`config.mk`:
```
export PLATFORM = sky130hd
export DESIGN_NAME = matrix_keypad_scanner
export DESIGN_NICKNAME = d
export VERILOG_FILES = /design/src/rtl/matrix_keypad_scanner.sv
export SDC_FILE = /design/constraint.sdc
export NUM_CORES = 1
export LEC_CHECK = 0
export ABC_AREA = 0
export CAP_MARGIN = 20
export CORE_UTILIZATION = 26
export DETAILED_ROUTE_END_ITERATION = 8
export GPL_TIMING_DRIVEN = 0
export PLACE_DENSITY = 0.41
export SLEW_MARGIN = 20
export SYNTH_ARGS = -nofsm -noshare
export SYNTH_HDL_FRONTEND = slang
export SYNTH_SLANG_ARGS = --single-unit
export TNS_END_PERCENT = 5
```
`constraint.sdc`:
```
create_clock -name i_clk -period 3.4 [get_ports i_clk]
set_input_delay 0.68 -clock i_clk [delete_from_list [all_inputs] [get_ports i_clk]]
set_output_delay 0.68 -clock i_clk [all_outputs]
set_load 0.01 [all_outputs]
```
`src/rtl/matrix_keypad_scanner.sv`:
```
// matrix_keypad_scanner
//
// Scans a ROWS x COLS active-low key matrix once per scan tick, debounces
// press and release, flags long presses and queues key events in a small
// FIFO with a valid/ready handshake.
//
// The row pins are sampled directly on the scan tick, so they are expected
// to reach this block through the board pad synchroniser.
//
// Ports:
//   i_clk      system clock
//   i_rst_n    asynchronous active-low reset
//   row        matrix rows, active-low, externally pulled up
//   col        matrix column drive, active-low (all low while idle)
//   key_code   code of the FIFO head entry (col_index*ROWS + row_index)
//   key_long   head entry is a long-press event
//   key_valid  FIFO non-empty
//   key_ready  consumer accepts the head entry
//   key_down   a debounced key is currently held
//   overflow   one-cycle pulse when an event is dropped on a full FIFO
//   fifo_count number of queued entries
module matrix_keypad_scanner #(
  parameter int ROWS       = 4,
  parameter int COLS       = 4,
  parameter int SCAN_DIV   = 1048576,
  parameter int DEBOUNCE   = 2,
  parameter int HOLD_TICKS = 50,
  parameter int FIFO_DEPTH = 4,
  parameter int CW         = $clog2(ROWS*COLS)
) (
  input  logic                          i_clk,
  input  logic                          i_rst_n,
  input  logic [ROWS-1:0]               row,
  output logic [COLS-1:0]               col,
  output logic [CW-1:0]                 key_code,
  output logic                          key_long,
  output logic                          key_valid,
  input  logic                          key_ready,
  output logic                          key_down,
  output logic                          overflow,
  output logic [$clog2(FIFO_DEPTH):0]   fifo_count
);

  localparam int DIVW = (SCAN_DIV > 1) ? $clog2(SCAN_DIV) : 1;
  localparam int CIW  = $clog2(COLS);
  localparam int RIW  = $clog2(ROWS);
  localparam int DW   = $clog2(DEBOUNCE + 1);
  localparam int HW   = $clog2(HOLD_TICKS + 1);
  localparam int AW   = $clog2(FIFO_DEPTH);
  localparam int CNTW = AW + 1;
  localparam int EW   = CW + 1;

  typedef enum logic [2:0] {IDLE, SCAN, CONFIRM, HELD, RELEASE} state_t;

  state_t          state_q, state_d;
  logic [DIVW-1:0] div_q, div_d;
  logic [COLS-1:0] col_q, col_d;
  logic [CIW-1:0]  col_idx_q, col_idx_d;
  logic [CW-1:0]   code_q, code_d;
  logic [DW-1:0]   deb_q, deb_d;
  logic [HW-1:0]   hold_q, hold_d;
  logic            long_done_q, long_done_d;
  logic            key_down_q, key_down_d;
  logic            overflow_q, overflow_d;
  logic [EW-1:0]   mem_q [FIFO_DEPTH];
  logic [EW-1:0]   mem_d [FIFO_DEPTH];
  logic [AW-1:0]   wr_ptr_q, wr_ptr_d;
  logic [AW-1:0]   rd_ptr_q, rd_ptr_d;
  logic [CNTW-1:0] count_q, count_d;

  logic            tick;
  logic            row_hit;
  logic            same_code;
  logic [RIW-1:0]  row_idx;
  logic [CW-1:0]   cur_code;
  logic [DW-1:0]   deb_inc;
  logic [HW-1:0]   hold_inc;
  logic            push;
  logic            push_long;
  logic            pop;
  logic            full;
  logic            push_ok;

  assign tick      = (div_q == DIVW'(SCAN_DIV - 1));
  assign row_hit   = ~&row;
  assign cur_code  = CW'(int'(col_idx_q) * ROWS + int'(row_idx));
  assign same_code = row_hit && (cur_code == code_q);
  assign deb_inc   = deb_q + DW'(1);
  assign hold_inc  = hold_q + HW'(1);

  // Lowest low row wins when several keys share the scanned column.
  always_comb begin
    row_idx = '0;
    for (int i = ROWS - 1; i >= 0; i--) begin
      if (!row[i]) row_idx = RIW'(i);
    end
  end

  // Scan/debounce state machine; everything here moves only on a tick.
  // deb_q is zero whenever HELD is active, so the HELD->RELEASE step
  // counts the first released tick with the same adder as RELEASE does.
  always_comb begin
    state_d     = state_q;
    div_d       = tick ? '0 : div_q + DIVW'(1);
    col_d       = col_q;
    col_idx_d   = col_idx_q;
    code_d      = code_q;
    deb_d       = deb_q;
    hold_d      = hold_q;
    long_done_d = long_done_q;
    key_down_d  = key_down_q;
    push        = 1'b0;
    push_long   = 1'b0;
    if (tick) begin
      case (state_q)
        IDLE: begin
          col_d = '0;
          if (row_hit) begin
            state_d   = SCAN;
            col_d     = ~COLS'(1);
            col_idx_d = '0;
          end
        end
        SCAN: begin
          if (row_hit) begin
            code_d  = cur_code;
            deb_d   = '0;
            state_d = CONFIRM;
          end else if (col_idx_q == CIW'(COLS - 1)) begin
            state_d   = IDLE;
            col_d     = '0;
            col_idx_d = '0;
          end else begin
            col_idx_d = col_idx_q + CIW'(1);
            col_d     = ~(COLS'(1) << (col_idx_q + CIW'(1)));
          end
        end
        CONFIRM: begin
          if (same_code) begin
            deb_d = deb_inc;
            if (deb_inc == DW'(DEBOUNCE)) begin
              push        = 1'b1;
              deb_d       = '0;
              hold_d      = '0;
              long_done_d = 1'b0;
              key_down_d  = 1'b1;
              state_d     = HELD;
            end
          end else begin
            state_d   = IDLE;
            col_d     = '0;
            col_idx_d = '0;
            deb_d     = '0;
          end
        end
        HELD: begin
          if (!row_hit) begin
            deb_d   = deb_inc;
            state_d = RELEASE;
            if (deb_inc == DW'(DEBOUNCE)) begin
              state_d    = IDLE;
              key_down_d = 1'b0;
              col_d      = '0;
              col_idx_d  = '0;
              deb_d      = '0;
            end
          end else if (same_code && !long_done_q) begin
            hold_d = hold_inc;
            if (hold_inc == HW'(HOLD_TICKS)) begin
              push        = 1'b1;
              push_long   = 1'b1;
              long_done_d = 1'b1;
            end
          end
        end
        RELEASE: begin
          if (!row_hit) begin
            deb_d = deb_inc;
            if (deb_inc == DW'(DEBOUNCE)) begin
              state_d    = IDLE;
              key_down_d = 1'b0;
              col_d      = '0;
              col_idx_d  = '0;
              deb_d      = '0;
            end
          end else if (same_code) begin
            // Contact bounce on release: resume without a new event.
            state_d = HELD;
            deb_d   = '0;
          end else begin
            state_d    = IDLE;
            key_down_d = 1'b0;
            col_d      = '0;
            col_idx_d  = '0;
            deb_d      = '0;
          end
        end
        default: begin
          state_d = IDLE;
          col_d   = '0;
        end
      endcase
    end
  end

  // Event FIFO. A full FIFO still accepts a push when the head is popped
  // in the same cycle; otherwise the event is dropped and flagged.
  always_comb begin
    pop        = key_valid && key_ready;
    full       = (count_q == CNTW'(FIFO_DEPTH));
    push_ok    = push && (!full || pop);
    overflow_d = push && full && !pop;
    mem_d      = mem_q;
    wr_ptr_d   = wr_ptr_q;
    rd_ptr_d   = rd_ptr_q;
    count_d    = count_q;
    if (push_ok) begin
      mem_d[wr_ptr_q] = {push_long, code_q};
      wr_ptr_d        = wr_ptr_q + AW'(1);
    end
    if (pop) rd_ptr_d = rd_ptr_q + AW'(1);
    case ({push_ok, pop})
      2'b10:   count_d = count_q + CNTW'(1);
      2'b01:   count_d = count_q - CNTW'(1);
      default: count_d = count_q;
    endcase
  end

  always_ff @(posedge i_clk or negedge i_rst_n) begin
    if (!i_rst_n) begin
      state_q     <= IDLE;
      div_q       <= '0;
      col_q       <= '0;
      col_idx_q   <= '0;
      code_q      <= '0;
      deb_q       <= '0;
      hold_q      <= '0;
      long_done_q <= 1'b0;
      key_down_q  <= 1'b0;
      overflow_q  <= 1'b0;
      mem_q       <= '{default: '0};
      wr_ptr_q    <= '0;
      rd_ptr_q    <= '0;
      count_q     <= '0;
    end else begin
      state_q     <= state_d;
      div_q       <= div_d;
      col_q       <= col_d;
      col_idx_q   <= col_idx_d;
      code_q      <= code_d;
      deb_q       <= deb_d;
      hold_q      <= hold_d;
      long_done_q <= long_done_d;
      key_down_q  <= key_down_d;
      overflow_q  <= overflow_d;
      mem_q       <= mem_d;
      wr_ptr_q    <= wr_ptr_d;
      rd_ptr_q    <= rd_ptr_d;
      count_q     <= count_d;
    end
  end

  assign col        = col_q;
  assign key_down   = key_down_q;
  assign overflow   = overflow_q;
  assign fifo_count = count_q;
  assign key_valid  = (count_q != '0);
  assign key_code   = mem_q[rd_ptr_q][CW-1:0];
  assign key_long   = mem_q[rd_ptr_q][CW];

endmodule

```
==> metrics.md, run 1 <==
| Metric | Value |
|---|---|
| DRC marker count from the first detailed-route iteration | 140 |
| Max Clk Rate | 0.313 GHz |
| Total CTS buffers | 9 |
| Crit-path leading delay family | buffers and inverters |
| Clock skew | 0.00821 ns |
| Mean Syn Cell Area | 10.6 µm² |
| Ys flop type | dfrtp_1 |
| Synth cell types | 58 |
| WL per Instance | 14.6 µm |
| Overall power | 2240 µW |
| Clock insertion delay at the later pin of the skew report | 0.34 ns |
| Slew headroom | 0.468 |
| Startpoint Class | input pin |
| Routability Congestion | 0.777 |
| Fin crit period | 3.19 ns |
| Actual slew at the worst max-slew pin | 0.796 ns |
| RSZ-0062 raised after global routing | false |
| Final setup vio count | 0 |
| Die span in x | 124 µm |
| Final Cycle Share | 0.938 |
| Seq/Total Area, Yosys | 0.460 |
| Cell type with the largest total area after synthesis | dfrtp_1 |
| Synth warn | 0 |
| Hold/Removal Path Class | input pin to async pin |
| Worst-path cell chain | clkdlybuf4s50_1 -> nand2b_1 -> a211o_1 -> nand4_1 -> buf_4 -> or3_4 -> o41ai_2 -> nand3_1 -> ha_1 -> inv_1 -> fa_1 -> xor2_1 -> nor2_1 -> xor2_1 |
| Status | finished clean |
| Core area | 14500 µm² |
| Reg clk slew, reported paths | 0.06 ns |
| Root Buffer | clkbuf_16 |
| Hold buffers post-CTS | 0 |
| Crit path max fanout | 6 |
| Die Y | 124 µm |
| GRT Overall Usage | 0.122 |
| Vias in the first global route | 2694 |
| Hpwl dp | 6.20 mm |
| Pwr dens | 483 nW/µm² |
| CTS tree | yes |
| Antenna-violating nets left | 0 |
| Final Max Slew Viols | 0 |
| Syn nets | 383 |
| Via count | 2801 |
| LEAKAGE | 0.00195 µW |
| Ratio of cells with drive above 1 in the final layout | 0.142 |
| # IOs | 22 |
| Fin util | 0.320 |
| Row cnt | 44 |
| Initial antenna violation count | 0 |
| # nets final | 415 |
| Share of the synthesized area in the top cell type | 0.460 |
| EDFF count, synth | 0 |
| Critical path class | input pin to flop |
| First-pass GRT wire length | 13.9 mm |
| CP Buf/Inv Count | 3 |
| DRC viols | 0 |
| Crit end category | flop |
| Crit path top cell by count | xor2_1 |
| Synth area leaders | dfrtp_1, mux2_4, ha_1, xor2_1, nand2_1 |
| Clock Sinks | 71 |
| Longest Clk Path Bufs | 2 |
| Largest stage delay, worst path | 0.58 ns |
| Routed vias/inst | 4.79 |
| Die footprint | 15400 µm² |
| Gr ovfl total | 0 |
| Area grow syn2layout | 20.3% |
| Initial core utilization | 0.266 |
| Final WL | 8.54 mm |
| Synth Cell Area | 3860 µm² |
| WHS | 0.299 ns |
| Ys async rst share | 1.00 |
| Final hold vios | 0 |
| Drt pass-1 iters | 4 |
| Data arrival, critical path | 3.46 ns |
| Filler Cells Inserted | 1494 |
| Diode count | 0 |
| IO buf count | 19 |
| Largest net degree at the start of global routing | 38 |
| Max rail drop VDD | 246 µV |
| Max cap viols | 0 |
| WP data required | 3.67 ns |
| Register bit total from synthesis | 71 |
| Syn Inst Count | 364 |
| Critical path's slowest cell | clkdlybuf4s50_1 |
| H-tree depth | 3 |
[worst register-to-register path, delay by kind of cell (launching register included)]
kind | cells | cell delay, ns
simple gates | 4 | 1.60
compound gates | 1 | 0.31
fa+ha+maj | 1 | 0.23
mux | 1 | 0.34
flops | 1 | 0.41
[cell type report]
type,instances,area [µm²],area share
Tap cell,184,230,0.0495
Buffer,11,42.5,0.00915
Clock inverter,7,96.3,0.0207
Timing Repair Buffer,22,223,0.0479
Sequential cell,71,1780,0.382
Clock buffer,9,225,0.0484
Multi-Input combinational cell,264,1990,0.428
Inverter,17,63.8,0.0137
[cells by family (layout without fill, tap and decap cells)]
logic type,after synthesis,count (layout),share of synthesized area
XOR/XNOR,27,27,0.0612
flip-flops,71,71,0.460
multiplexers,24,24,0.0997
adder cells (fa/ha/maj),13,13,0.0434
AND/OR/NAND/NOR,131,131,0.178
buffers and inverters,29,66,0.0282
AO/OA/AOI/OAI,69,69,0.130
[final timing paths]
kind                                  to      from  cells after the start  slack [ns]
setup reg to reg               mem_q[17]  div_q[0]                      7        0.41
setup / recovery           fifo_count[2]    row[2]                     14        0.21
hold / removal               wr_ptr_q[1]   i_rst_n                      1        0.30
hold reg to reg                 div_q[4]  div_q[4]                      1        0.48
max in group asynchronous         col[3]   i_rst_n                      2        2.53
min in group i_clk              div_q[4]  div_q[4]                      1        0.48
[placed cells by master (no fill, tap or decap), types with 4 or more instances in the layout]
cell             Yosys  final
dfrtp_1             71     71
nand2_1             32     32
nor2_1              30     30
nand3_1             18     18
clkdlybuf4s50_1      0     18
inv_1               17     17
mux2_4              16     16
xor2_1              14     14
o21ai_0             14     14
xnor2_1             13     13
nand4_1             12     12
ha_1                11     11
o21ai_1             10     10
clkbuf_16            0      9
clkbuf_1            10      8
nor3_1               6      6
a21oi_1              6      6
o31ai_1              6      6
mux4_2               5      5
a22o_1               5      5
and3_1               4      4
nand2b_1             4      4
o211ai_1             4      4
a21oi_4              4      4
[metrics by stage]
stage	setup WS, ns	std cells	TNS (ns)	cell area, µm²
final	0.210	585	0	4650
after global routing	0.0485	585	0	4650
after CTS	0.00910	583	0	4630
after detailed placement	-0.690	568	-1.42	4300
after global placement	-1.06	567	-76.16	4290
after floorplan	0.202	364	0	3860
[routing by layer]
| metal | vias up | routed length, µm | track usage | part of all wire |
|---|---|---|---|---|
| li1 | 1374 | - | - | - |
| met1 | 1379 | 4200 | 0.159 | 0.49 |
| met2 | 34 | 3860 | 0.186 | 0.45 |
| met3 | 14 | 312 | 0.0380 | 0.037 |
| met4 | 0 | 163 | 0.0513 | 0.019 |
| met5 | - | 0 | 0 | 0 |
[synth_stat cells, drive strengths merged, types with 5 or more instances]
| master | n |
|---|---|
| xor2 | 14 |
| nor3 | 6 |
| mux2 | 18 |
| o21ai | 24 |
| dfrtp | 71 |
| nand4 | 12 |
| mux4 | 5 |
| nor2 | 30 |
| and3 | 5 |
| o31ai | 6 |
| inv | 17 |
| nand3 | 19 |
| clkbuf | 10 |
| nand2 | 32 |
| a21oi | 10 |
| ha | 11 |
| a22o | 5 |
| xnor2 | 13 |
[flip-flops by register name (all words and copies together), names as in the netlist]
name / flops
deb_q: 2
col_idx_q: 2
code_q: 4
state_q: 3
fifo_count: 3
long_done_q: 1
wr_ptr_q: 2
rd_ptr_q: 2
mem_q: 20
div_q: 20
overflow: 1
hold_q: 6
key_down: 1
col: 4
[power breakdown]
group	switching, µW	total, µW	internal [µW]
sequential	28.0	910	882
clock	376	1020	643
combinational	169	315	146
total	574	2240	1670
[repair_timing]
action                     4_1_cts  5_1_grt
setup endpoints to repair        2        2
setup buffers                    0        2
gates cloned                     0        0
gates resized for setup          3        0
(Power assumes the default switching activity.)
==> inputs of run 2 (changes only) <==
--- a/config.mk
+++ b/config.mk
@@ -9,7 +9,6 @@
 export CAP_MARGIN = 20
 export CORE_UTILIZATION = 26
 export DETAILED_ROUTE_END_ITERATION = 8
-export GPL_TIMING_DRIVEN = 0
 export PLACE_DENSITY = 0.41
 export SLEW_MARGIN = 20
 export SYNTH_ARGS = -nofsm -noshare
==> run 2 against run 1 <==
Net effect: critical path type is now flop to flop; worst setup slack better by 0.17 ns; wire length up 1.1%; non-clock buffer count is the same; sequential share of layout area is 0.21 points lower; clock power barely moved; maximum frequency grew 5.6%; cell count unchanged.
==> metrics.md, run 2 (synthesized netlist as in run 1, its figures left out) <==
| Metric | Value |
|---|---|
| CTS resizes | 0 (was 3) |
| Hold/Removal Path Class | flop to flop (was input pin to async pin) |
| # IOs | 22 (unchanged) |
| Die Y | 124 µm (unchanged) |
| Most common cell after layout, fill and taps aside | dfrtp_1 (unchanged) |
| Actual slew at the worst max-slew pin | 0.923 ns (was 0.796 ns) |
| IO buf count | 21 (was 19) |
| Largest registers | div_q x20, mem_q x20, hold_q x6 (unchanged) |
| Antenna-violating nets left | 0 (unchanged) |
| Commonest cells after routing, fill and taps aside | dfrtp_1, nand2_1, nor2_1 (unchanged) |
| Max Clk Rate | 0.331 GHz (was 0.313 GHz) |
| GRT Overall Usage | 0.129 (was 0.122) |
| Max rail drop VDD | 299 µV (was 246 µV) |
| Root Buffer | clkbuf_16 (unchanged) |
| H-tree depth | 3 (unchanged) |
| Data arrival, critical path | 3.25 ns (was 3.46 ns) |
| CTS tree | yes (unchanged) |
| Final WL | 8.64 mm (was 8.54 mm) |
| Hold buffers post-CTS | 0 (unchanged) |
| Clock insertion delay at the later pin of the skew report | 0.34 ns (about the same) |
| LEAKAGE | 0.00198 µW (was 0.00195 µW) |
| Fin util | 0.322 (was 0.320) |
| Final Cycle Share | 0.889 (was 0.938) |
| Crit path max fanout | 7 (was 6) |
| WP data required | 3.63 ns (was 3.67 ns) |
| Core area | 14500 µm² (unchanged) |
| RSZ-0062 raised after global routing | false (unchanged) |
| Ratio of cells with drive above 1 in the final layout | 0.160 (was 0.142) |
| Crit end category | flop (unchanged) |
| Final setup vio count | 0 (unchanged) |
| Filler Cells Inserted | 1517 (was 1494) |
| Diode count | 0 (unchanged) |
| Fin crit period | 3.02 ns (was 3.19 ns) |
| Startpoint Class | flop (was input pin) |
| Routability Congestion | 0.728 (was 0.777) |
| Clock skew | 0.00794 ns (was 0.00821 ns) |
| Clock Sinks | 71 (unchanged) |
| Post-CTS setup buffers | 0 (unchanged) |
| Fin Setup TNS | 0 ns (unchanged) |
| Row cnt | 44 (unchanged) |
| # nets final | 415 (unchanged) |
| Die footprint | 15400 µm² (unchanged) |
| DRC marker count from the first detailed-route iteration | 192 (was 140) |
| Final hold vios | 0 (unchanged) |
| Total CTS buffers | 9 (unchanged) |
| Status | finished clean (unchanged) |
| Longest Clk Path Bufs | 2 (unchanged) |
| Pwr dens | 478 nW/µm² (was 483 nW/µm²) |
| Routed vias/inst | 4.77 (was 4.79) |
| Drt pass-1 iters | 4 (unchanged) |
| First-pass GRT wire length | 15.0 mm (was 13.9 mm) |
| Via count | 2790 (was 2801) |
| Hpwl dp | 6.05 mm (was 6.20 mm) |
| Slew headroom | 0.385 (was 0.468) |
| Initial core utilization | 0.266 (unchanged) |
| Vias in the first global route | 3013 (was 2694) |
| Area grow syn2layout | 21.0% (was 20.3%) |
| WL per Instance | 14.8 µm (was 14.6 µm) |
| DRC viols | 0 (unchanged) |
| Max cap viols | 0 (unchanged) |
| Reg clk slew, reported paths | 0.06 ns (about the same) |
| Initial antenna violation count | 0 (unchanged) |
| Critical path class | flop to flop (was input pin to flop) |
| Final Max Slew Viols | 0 (unchanged) |
| Gr ovfl total | 0 (unchanged) |
| Die span in x | 124 µm (unchanged) |
| Largest net degree at the start of global routing | 72 (was 38) |
[run 2: cell types whose count changed in the layout (fill, tap and decap cells not counted), moves of 2 or more]
cell / change
buf_1: -2
buf_4: +10
clkbuf_1: -8
clkdlybuf4s50_1: +2
clkinv_4: +2
[run 2: final cells by class]
cell class / count / area [µm²] / share of cell area
Inverter: 17 / 63.8 / 0.0136
Clock buffer: 9 / 225 / 0.0482
Sequential cell: 71 / 1780 / 0.380
Tap cell: 184 / 230 / 0.0492
Clock inverter: 7 / 97.6 / 0.0209
Timing Repair Buffer: 33 / 298 / 0.0637
Multi-Input combinational cell: 264 / 1980 / 0.424
[run 2: layer usage]
| metal | GRT usage | vias to the layer above | share of wire |
|---|---|---|---|
| met5 | 0 | - | 0 |
| met4 | 0.0469 | 0 | 0.016 |
| li1 | - | 1375 | - |
| met2 | 0.210 | 34 | 0.47 |
| met1 | 0.161 | 1370 | 0.48 |
| met3 | 0.0408 | 11 | 0.039 |
[run 2: where the power goes]
group	total (µW)	switching, µW	internal [µW]	leakage [µW]
combinational	261	122	140	0.000898
sequential	958	76.6	881	0.000931
clock	1020	375	643	0.000152
[run 2: critical path, cell delays in order (launching register included)]
cell	delay [ns]
dfrtp_1	0.46
ha_1	0.28
nand3_1	0.17
xor2_1	0.18
a2111o_1	0.46
o41ai_1	0.35
nand3_1	0.19
ha_1	0.24
inv_1	0.07
fa_1	0.17
xor2_1	0.14
nor2_1	0.06
xor2_1	0.14
[run 2: path summary, 6_finish.rpt]
check,slack (ns),end,start,depth (start not counted)
min in group asynchronous,0.49,mem_q[13],i_rst_n,1
max in group asynchronous,2.33,div_q[15],i_rst_n,1
worst min register to register,0.47,div_q[4],div_q[4],1
worst min-delay path,0.47,div_q[4],div_q[4],1
worst max register to register,0.38,fifo_count[2],hold_q[0],12
worst max-delay path,0.38,fifo_count[2],hold_q[0],12
[run 2: metrics by stage]
step | hold slack, ns | instance area, µm² | cells | power, µW | setup WS, ns
after global placement | 0.461 | 4350 | 569 | 1230 | 0.0295
final | 0.468 | 4680 | 585 | 2240 | 0.378
after floorplan | 0.384 | 3860 | 364 | 1120 | 0.202
after CTS | 0.472 | 4680 | 585 | 2280 | 0.309
after global routing | 0.492 | 4680 | 585 | 2350 | 0.124
after detailed placement | 0.459 | 4350 | 569 | 1240 | -0.00751
